`src/rtl/cnn_pkg.sv`:
```
// Shared constants and types for the dense (fully connected) classifier stage.
package cnn_pkg;

  localparam int N_FEAT  = 800;
  localparam int N_CLASS = 10;
  localparam int ACT_W   = 8;
  localparam int ACC_W   = 32;
  localparam int PROD_W  = 2 * ACT_W;
  localparam int FEAT_AW = 12;
  localparam int W_AW    = 13;
  localparam int CLS_W   = 4;

  typedef enum logic [2:0] {
    ST_IDLE,
    ST_INIT,
    ST_MAC,
    ST_STORE,
    ST_DONE
  } state_t;

  // Sign-extend a 16-bit product to the accumulator width.
  function automatic logic [ACC_W-1:0] sext_prod(input logic [PROD_W-1:0] p);
    return {{(ACC_W - PROD_W){p[PROD_W-1]}}, p};
  endfunction

endpackage

```
`src/rtl/dense_mac.sv`:
```
// Signed 8x8 multiplier feeding a 32-bit wrapping accumulator.
// load has priority over en; load presets the accumulator with a bias.
module dense_mac
  import cnn_pkg::*;
(
  input  logic                    clk,
  input  logic                    rst_n,
  input  logic                    load,
  input  logic                    en,
  input  logic signed [ACC_W-1:0] load_val,
  input  logic signed [ACT_W-1:0] feat,
  input  logic signed [ACT_W-1:0] weight,
  output logic signed [ACC_W-1:0] acc
);

  logic signed [PROD_W-1:0] prod;

  // Full-precision signed product; 8x8 signed always fits in 16 bits.
  always_comb begin
    prod = feat * weight;
  end

  // Accumulator: bias preload, then two's complement wrap-around accumulation.
  always_ff @(posedge clk) begin
    if (!rst_n) begin
      acc <= '0;
    end else if (load) begin
      acc <= load_val;
    end else if (en) begin
      acc <= acc + $signed(sext_prod(prod));
    end
  end

endmodule

```
`src/rtl/dense_engine.sv`:
```
// Dense layer engine: for each of 10 classes, preload the bias, stream
// 800 feature/weight pairs through the MAC, store the score and track the
// running argmax. Memories are external with one cycle of read latency, so
// every address is presented one cycle before its data is consumed.
//
// state    | meaning
// ---------+-----------------------------------------------------------
// ST_IDLE  | waiting for start; bias writes accepted; addresses held at 0
// ST_INIT  | acc <= bias[cls]; fetch feature 0 / weight cls*800
// ST_MAC   | 800 cycles, accumulate pair k, fetch pair k+1
// ST_STORE | score[cls] <= acc; update max/digit; next class or finish
// ST_DONE  | one-cycle done pulse, then back to ST_IDLE
module dense_engine
  import cnn_pkg::*;
(
  input  logic                 clk,
  input  logic                 rst_n,
  input  logic                 start,
  output logic [FEAT_AW-1:0]   buf_b_addr,
  input  logic [ACT_W-1:0]     buf_b_rd_data,
  output logic [W_AW-1:0]      dw_addr,
  input  logic [ACT_W-1:0]     dw_rd_data,
  input  logic                 bias_wr_en,
  input  logic [CLS_W-1:0]     bias_wr_idx,
  input  logic [ACC_W-1:0]     bias_wr_data,
  input  logic [CLS_W-1:0]     score_rd_idx,
  output logic [ACC_W-1:0]     score_rd_data,
  output logic                 busy,
  output logic                 done,
  output logic [CLS_W-1:0]     digit
);

  state_t                  state, state_nxt;
  logic [CLS_W-1:0]        cls;
  logic [FEAT_AW-1:0]      feat_idx;
  logic [W_AW-1:0]         w_ptr;
  logic                    mac_tc;
  logic                    last_cls;
  logic                    mac_load;
  logic                    mac_en;
  logic signed [ACC_W-1:0] acc;
  logic signed [ACC_W-1:0] max_q;
  logic [ACC_W-1:0]        bias_q  [N_CLASS];
  logic [ACC_W-1:0]        score_q [N_CLASS];
  logic [CLS_W-1:0]        digit_q;

  assign mac_tc   = (feat_idx == FEAT_AW'(N_FEAT - 1));
  assign last_cls = (cls == CLS_W'(N_CLASS - 1));
  assign digit    = digit_q;

  // State register.
  always_ff @(posedge clk) begin
    if (!rst_n) begin
      state <= ST_IDLE;
    end else begin
      state <= state_nxt;
    end
  end

  // Next-state logic; start is only looked at in ST_IDLE.
  always_comb begin
    state_nxt = state;
    case (state)
      ST_IDLE:  if (start) state_nxt = ST_INIT;
      ST_INIT:  state_nxt = ST_MAC;
      ST_MAC:   if (mac_tc) state_nxt = ST_STORE;
      ST_STORE: state_nxt = last_cls ? ST_DONE : ST_INIT;
      ST_DONE:  state_nxt = ST_IDLE;
      default:  state_nxt = ST_IDLE;
    endcase
  end

  // Outputs and MAC controls decoded from the current state.
  always_comb begin
    busy       = 1'b0;
    done       = 1'b0;
    mac_load   = 1'b0;
    mac_en     = 1'b0;
    buf_b_addr = '0;
    dw_addr    = '0;
    case (state)
      ST_INIT: begin
        busy     = 1'b1;
        mac_load = 1'b1;
        dw_addr  = w_ptr;
      end
      ST_MAC: begin
        busy       = 1'b1;
        mac_en     = 1'b1;
        buf_b_addr = feat_idx + FEAT_AW'(1);
        dw_addr    = w_ptr + W_AW'(1);
      end
      ST_STORE: begin
        busy = 1'b1;
      end
      ST_DONE: begin
        busy = 1'b1;
        done = 1'b1;
      end
      default: ;
    endcase
  end

  // Class, feature and weight-pointer counters. w_ptr advances once per MAC
  // cycle, so after a class it already sits at the next class's base.
  always_ff @(posedge clk) begin
    if (!rst_n) begin
      cls      <= '0;
      feat_idx <= '0;
      w_ptr    <= '0;
    end else begin
      case (state)
        ST_IDLE: begin
          cls      <= '0;
          feat_idx <= '0;
          w_ptr    <= '0;
        end
        ST_INIT: feat_idx <= '0;
        ST_MAC: begin
          feat_idx <= feat_idx + FEAT_AW'(1);
          w_ptr    <= w_ptr + W_AW'(1);
        end
        ST_STORE: if (!last_cls) cls <= cls + CLS_W'(1);
        default: ;
      endcase
    end
  end

  // Bias register file, writable only while idle.
  always_ff @(posedge clk) begin
    if (!rst_n) begin
      for (int i = 0; i < N_CLASS; i++) bias_q[i] <= '0;
    end else if (state == ST_IDLE && bias_wr_en && bias_wr_idx < CLS_W'(N_CLASS)) begin
      bias_q[bias_wr_idx] <= bias_wr_data;
    end
  end

  dense_mac u_mac (
    .clk      (clk),
    .rst_n    (rst_n),
    .load     (mac_load),
    .en       (mac_en),
    .load_val ($signed(bias_q[cls])),
    .feat     ($signed(buf_b_rd_data)),
    .weight   ($signed(dw_rd_data)),
    .acc      (acc)
  );

  // Score capture and argmax; strict compare keeps the lowest index on ties.
  always_ff @(posedge clk) begin
    if (!rst_n) begin
      for (int i = 0; i < N_CLASS; i++) score_q[i] <= '0;
      max_q   <= '0;
      digit_q <= '0;
    end else if (state == ST_STORE) begin
      score_q[cls] <= acc;
      if (cls == '0 || acc > max_q) begin
        max_q   <= acc;
        digit_q <= cls;
      end
    end
  end

  // Combinational score readback; out-of-range indices read as zero.
  always_comb begin
    score_rd_data = '0;
    if (score_rd_idx < CLS_W'(N_CLASS)) score_rd_data = score_q[score_rd_idx];
  end

endmodule

```
`config.mk`:
```
export PLATFORM = sky130hd
export DESIGN_NAME = dense_engine
export DESIGN_NICKNAME = d
export VERILOG_FILES = /design/src/rtl/cnn_pkg.sv /design/src/rtl/dense_mac.sv /design/src/rtl/dense_engine.sv
export SDC_FILE = /design/constraint.sdc
export NUM_CORES = 2
export LEC_CHECK = 0
export BUFFER_PORTS_ARGS = -buffer_cell sky130_fd_sc_hd__buf_4
export CAP_MARGIN = 20
export CORE_UTILIZATION = 62
export DETAILED_ROUTE_END_ITERATION = 10
export GPL_TIMING_DRIVEN = 0
export PLACE_DENSITY_LB_ADDON = 0.15
export SETUP_SLACK_MARGIN = 0.02
export SYNTH_ARGS = -nofsm -noshare
export SYNTH_HDL_FRONTEND = slang
export SYNTH_SLANG_ARGS = --single-unit
```
`constraint.sdc`:
```
create_clock -name clk -period 8 [get_ports clk]
set_input_delay 1.6 -clock clk [delete_from_list [all_inputs] [get_ports clk]]
set_output_delay 1.6 -clock clk [all_outputs]
set_load 0.005 [all_outputs]
```
# Word-level counts from Yosys, hierarchy flattened
# Memories as Yosys holds them, arrays and structs flattened. A register that Yosys moved wholly into a read port is not among the register bits.
# Index checks and enable logic that the tools add are counted.
# word_totals
memories	2
input_bits	60
output_inout_bits	63
wordCells	74
ram_bits	640
register_bits	100
# mem_list
memory	words	width	rd	rd_ports_with_merged_regs	wr	line_no	source
bias_q	10	32	1	1	10	dense_engine.sv:43	logic [ACC_W-1:0] bias_q [N_CLASS];
score_q	10	32	1	0	10	dense_engine.sv:44	logic [ACC_W-1:0] score_q [N_CLASS];
# op_classes
n_reduce_logical	16
n_addsub	4
muxes	32
n_lt_le_gt_ge	3
n_mul	1
n_eq_ne	9
# op_table
op	n
$mux W32	5
$reduce_or A32 Y1	2
$pmux W13 S2	2
$add A32 B16 Y32	1
$gt A32 B32 Y1	1
$pmux W12 S2	1
$mux W4	5
$mul A8 B8 Y16	1
$add A13 B1 Y13 const B	1
$mux W1	13
$add A12 B1 Y12 const B	1
$eq A12 B10 Y1 const B	1
$mux W12	1
$pmux W3 S4	1
$mux W3	3
$lt A4 B4 Y1 const B	2
$pmux W4 S2	1
$reduce_bool A2 Y1	4
$eq A3 B2 Y1 const B	2
$ne A2 B2 Y1 const B	3
$reduce_and A2 Y1	3
$add A4 B1 Y4 const B	1
$eq A4 B4 Y1 const B	1
$logic_not A4 Y1	1
other kinds (7)	8

# Depth between registers and ports, before layout
# logic_depth
ltp_word	8
ltp_mapped	22
mapped_depth_nobuf	21

# Cells and area by module
# From an unflattened synthesis, not the netlist that was laid out.
# hier_totals
hier_cells	3342
area_unflattened_um2	45859.0
# modules_own_cells
module	cells_each	area_each_um2	n_inst	seq_area_each_um2
dense_engine	2616	39023.7	1	26425.3
dense_mac	726	6835.3	1	640.6

# Worst setup path after synthesis
# Ideal clock, no wire load.
# synth_timing
path_type	input port to flip-flop
from	in dw_rd_data[0]
to	reg u_mac.acc[31]
t_arrival_ns	7.078
required_time_ns	7.914
cell_stages	18
setup_slack_ns	0.836
cell_sequence	and2_1 inv_1 fa_1 inv_1 fa_1 fa_1 fa_1 fa_1 ha_1 nand2_1 a211oi_2 o211ai_1 o211ai_2 a41oi_1 a211o_1 o21ai_2 xnor2_1 a221oi_2
# synth_via
elab_chain_len	4
# synth_lines
element	line_no	source
start, declared	dense_engine.sv:22	input logic [ACT_W-1:0] dw_rd_data,
$mul A8 B8 Y16	dense_mac.sv:20	prod = feat * weight;
$add A32 B16 Y32	dense_mac.sv:30	acc <= acc + $signed(sext_prod(prod));
$mux W32	dense_mac.sv:29	end else if (en) begin
$mux W32	dense_mac.sv:27	end else if (load) begin
end signal, assigned	dense_mac.sv:28	acc <= load_val;
end signal, assigned	dense_mac.sv:30	
end, declared	dense_mac.sv:13	output logic signed [ACC_W-1:0] acc
# Every way passes these cells. The select of a mux whose other input is x is not followed.
# A chain may end at the register's enable or synchronous reset.

# Worst setup path in the final report
# Ends and elaborated chain as after synthesis.

==> results by group <==
Timing
  – Minimum clock period: ~7100 ps
  – Worst relative slew slack: 0.273
  – Final Slew Violations: 0
  – Unrepaired setup endpoints after global routing: no
  – Clk_skew: ~34 ps
  – Worst-margin pin slew: 1090 ps
  – Setup TNS: 0 ps
  – FMAX: between 0.1 and 0.15 GHz
  – Setup violations, final: 0
  – Crit share post-route: 0.884
  – Final hold violation count: 0

Run status
  – Status: finished, final reports clean

Clock tree
  – Clock-pin slew on the worst setup and hold paths: roughly 60 ps
  – Cts repair resizes: 0
  – CTS Buf Count: 95
  – Clock buffer depth: 3
  – # H-tree levels: 3
  – Clock sinks: approximately 940
  – CTS Root Cell: clkbuf_16
  – Post-CTS setup buffer count: 0
  – Hold-fix buffers, CTS: 0
  – Clk Latency, worst-skew pair: 670 ps
  – CTS tree: built

Synthesis
  – Post-synth EDFFs: roughly 830
  – Post-Synth Adder-Cell Area: 0.0900
  – Synth warn: 0
  – Seq/Total Area, Yosys: 0.600
  – Asr flop ratio synth: 0
  – Number of synthesized register bits: between 900 and 1000
  – Commonest cells in the netlist: edfxtp_1 (832), nor2_1 (629), nand2_1 (283)
  – Compound-cell area share of the yosys netlist: 0.0401
  – Post-Synthesis Cells: around 3300
  – Main combinational cell family by area after synthesis: multiplexers
  – Syn avg cell area: 13.8 sq um
  – Yosys cell types: 70
  – Synthesized cell area: 0.0451 sq mm
  – Most common cell in the netlist: edfxtp_1
  – Yosys top cell by area: edfxtp_1
  – Synth top area share: 0.554
  – Mux cell area share after synthesis: 0.128
  – Xor/xnor share of the synthesized area: 0.00815
  – Biggest area contributors in the synthesized netlist: edfxtp_1 (55%), mux4_2 (11%), fa_1 (6.0%), nor2_1 (5.2%), dfxtp_1 (4.6%)
  – Main flop type after synthesis: edfxtp_1
  – Simple-gate portion of the synthesized area: 0.100

Floorplan
  – Top Ports: approximately 120
  – Die Height: 272 microns
  – Row count: 98
  – Die X: 272 microns
  – Die ar.: approximately 0.074 sq mm
  – Starting Density: 0.629
  – Core area: between 0.07 and 0.08 sq mm

Worst setup path
  – CP max stage delay: 760 ps
  – Crit path DAT: 7630 ps
  – Most used cell along the critical path: fa_1
  – Req. time, crit path: about 8600 ps
  – Critical-path top delay cell: and2_2
  – Nature of the critical path endpoint: register
  – Crit path kind: input port to register
  – Type of element launching the critical path: input port
  – Worst-path fanout max: 25
  – Worst Path Buf+Inv: 3
  – CP top delay family: adder cells
  – Crit-path cells: buf_4 -> and2_2 -> inv_1 -> fa_1 -> inv_1 -> fa_1 -> fa_1 -> fa_1 -> fa_1 -> ha_1 -> nand2_1 -> a211oi_2 -> o211ai_1 -> o211ai_2 -> a41oi_1 -> a211o_1 -> o21ai_2 -> xnor2_1 -> a221oi_2

Pwr
  – Sw frac: 0.325
  – Clk pwr share: 0.299
  – Internal cell power: between 0.009 and 0.01 W
  – Maximum vdd drop: roughly 230 uV
  – Leakage: roughly 19 nW
  – Comb power frac: 0.311
  – Sequential power share: 0.390
  – Cell Pwr Density: between 200 and 300 mW/mm^2
  – Net Sw Power: about 0.0048 W

Layout
  – Share of layout cells above drive strength 1: 0.161
  – Final layout net count: 4018
  – Layout area overhead: 14.4%
  – Post-Layout Inst Area: 0.0516 sq mm

Detailed routing
  – First-pass DRT Iterations: 6
  – Initial DRC count: between 3000 and 4000
  – Routed WL: between 100000 and 150000 microns
  – DRC: 0
  – Via count: just under 30000
  – Average vias per placed instance: 6.08
  – Remaining antenna violation count: 0
  – Avg WL per Cell: 24.4 microns

Global routing
  – Largest net degree at the start of global routing: 33
  – Antenna violations before repair: 0
  – Vias in the first global route: 30200
  – GRT Resource Usage Total: 0.320
  – First-pass GRT wire length: between 150000 and 200000 microns
  – Grt ovf: 0

Run
  – Maxcap violations: 0

Place
  – Port bufs: 118
  – GP Congestion: 0.943
  – Hpwl dp: 81100 microns
  – Placed cell areas: 0.0486 sq mm

Hold path
  – Worst hold path type: register to register
## per-stage QoR
| step | total power [W] | std cells | utilization | worst slack, ps | hold WS [ps] |
|---|---|---|---|---|---|
| floorplan | 0.00907 | 3471 | - | 836 | 435 |
| global placement | 0.0102 | 4539 | 0.668 | -275 | 443 |
| detailed placement | 0.0103 | 4568 | 0.677 | 273 | 452 |
| CTS | 0.0146 | 4746 | 0.720 | 930 | 460 |
| global route | 0.0154 | 4746 | 0.720 | 671 | 483 |
| finish | 0.0147 | 4747 | 0.720 | 927 | 458 |
## power groups by stage
stage          Sequential (W)  Clock, W  Combinational [W]
3_3_place_gp          0.00580         0            0.00437
5_1_grt               0.00573   0.00459            0.00507
6_report              0.00571   0.00439            0.00456
4_1_cts               0.00571   0.00441            0.00451
3_5_place_dp          0.00581         0            0.00446
2_1_floorplan         0.00572         0            0.00335
## layout by cell type (no fill, tap or decap), drive strengths merged, types with 4 or more instances in the layout
cell      netlist  routed
edfxtp        832     832
nor2          630     630
nand2         285     285
clkbuf        135     251
mux4          224     224
inv           208     210
buf            48     195
conb            1     192
fa            136     136
ha            107     107
dfxtp         104     104
a21oi          81      81
o21ai          63      63
and2           61      61
clkinv          1      50
a22oi          40      40
mux2i          37      37
mux2           33      33
nand3          29      29
xnor2          27      27
a21o           26      26
o221ai         19      19
nor3           17      17
nand4          16      16
xor2           15      15
o211ai         10      10
nor2b           9       9
and3            8       8
nor4            8       8
a211oi          7       7
o21a            6       6
bufinv          0       6
or3             5       5
clkinvlp        0       5
nand2b          5       5
nand3b          4       4
a311oi          4       4
or2             4       4
## logic make-up (layout without fill, tap and decap cells)
group	after synthesis	after routing
AND/OR/NAND/NOR	1092	1092
flip-flops	936	936
buffers and inverters	392	717
multiplexers	294	294
AO/OA/AOI/OAI	280	280
adder cells (fa/ha/maj)	243	243
XOR/XNOR	42	42
other	1	193
## worst paths after layout
path	to	cells past startpoint	from	slack [ps]
worst max register to register	u_mac.acc[31]	19	u_mac.acc[6]	2190
worst max-delay path	u_mac.acc[31]	19	dw_rd_data[0]	930
worst min-delay path	max_q[7]	2	max_q[7]	460
worst min register to register	max_q[7]	2	max_q[7]	460
## state kept, by name (all words and copies together), names as in the netlist, named ones only
register   cells
feat_idx      12
max_q         32
w_ptr         13
digit          4
u_mac.acc     32
cls            4
state          3
score_q      320
bias_q       512
## layout make-up
type | count | area (sq um)
Fill cell | 4686 | 20100
Tap cell | 950 | 1190
Sequential cell | 936 | 27100
Multi-Input combinational cell | 2143 | 17400
Buffer | 183 | 726
Timing Repair Buffer | 147 | 1430
Clock inverter | 62 | 505
Clock buffer | 116 | 2580
Inverter | 209 | 785
Antenna cell | 1 | 2.50
## metal layers
layer	global-route usage	wire, microns	up-vias
met4	0.135	5110	0
met1	0.397	41900	14500
met5	0	0	-
met2	0.559	59300	1496
met3	0.0547	9460	347
li1	-	-	12500
## worst register-to-register path, stage by stage (launching register included)
cell and delay, ps:
dfxtp_1 480, inv_1 140, fa_1 550, inv_1 50, fa_1 500, inv_1 60, fa_1 530, inv_1 50
fa_1 390, fa_1 480, ha_1 350, nand2_1 90, a211oi_2 330, o211ai_1 220, o211ai_2 300, a41oi_1 210
a211o_1 340, o21ai_2 190, xnor2_1 170, a221oi_2 280
(Power assumes the default switching activity.)
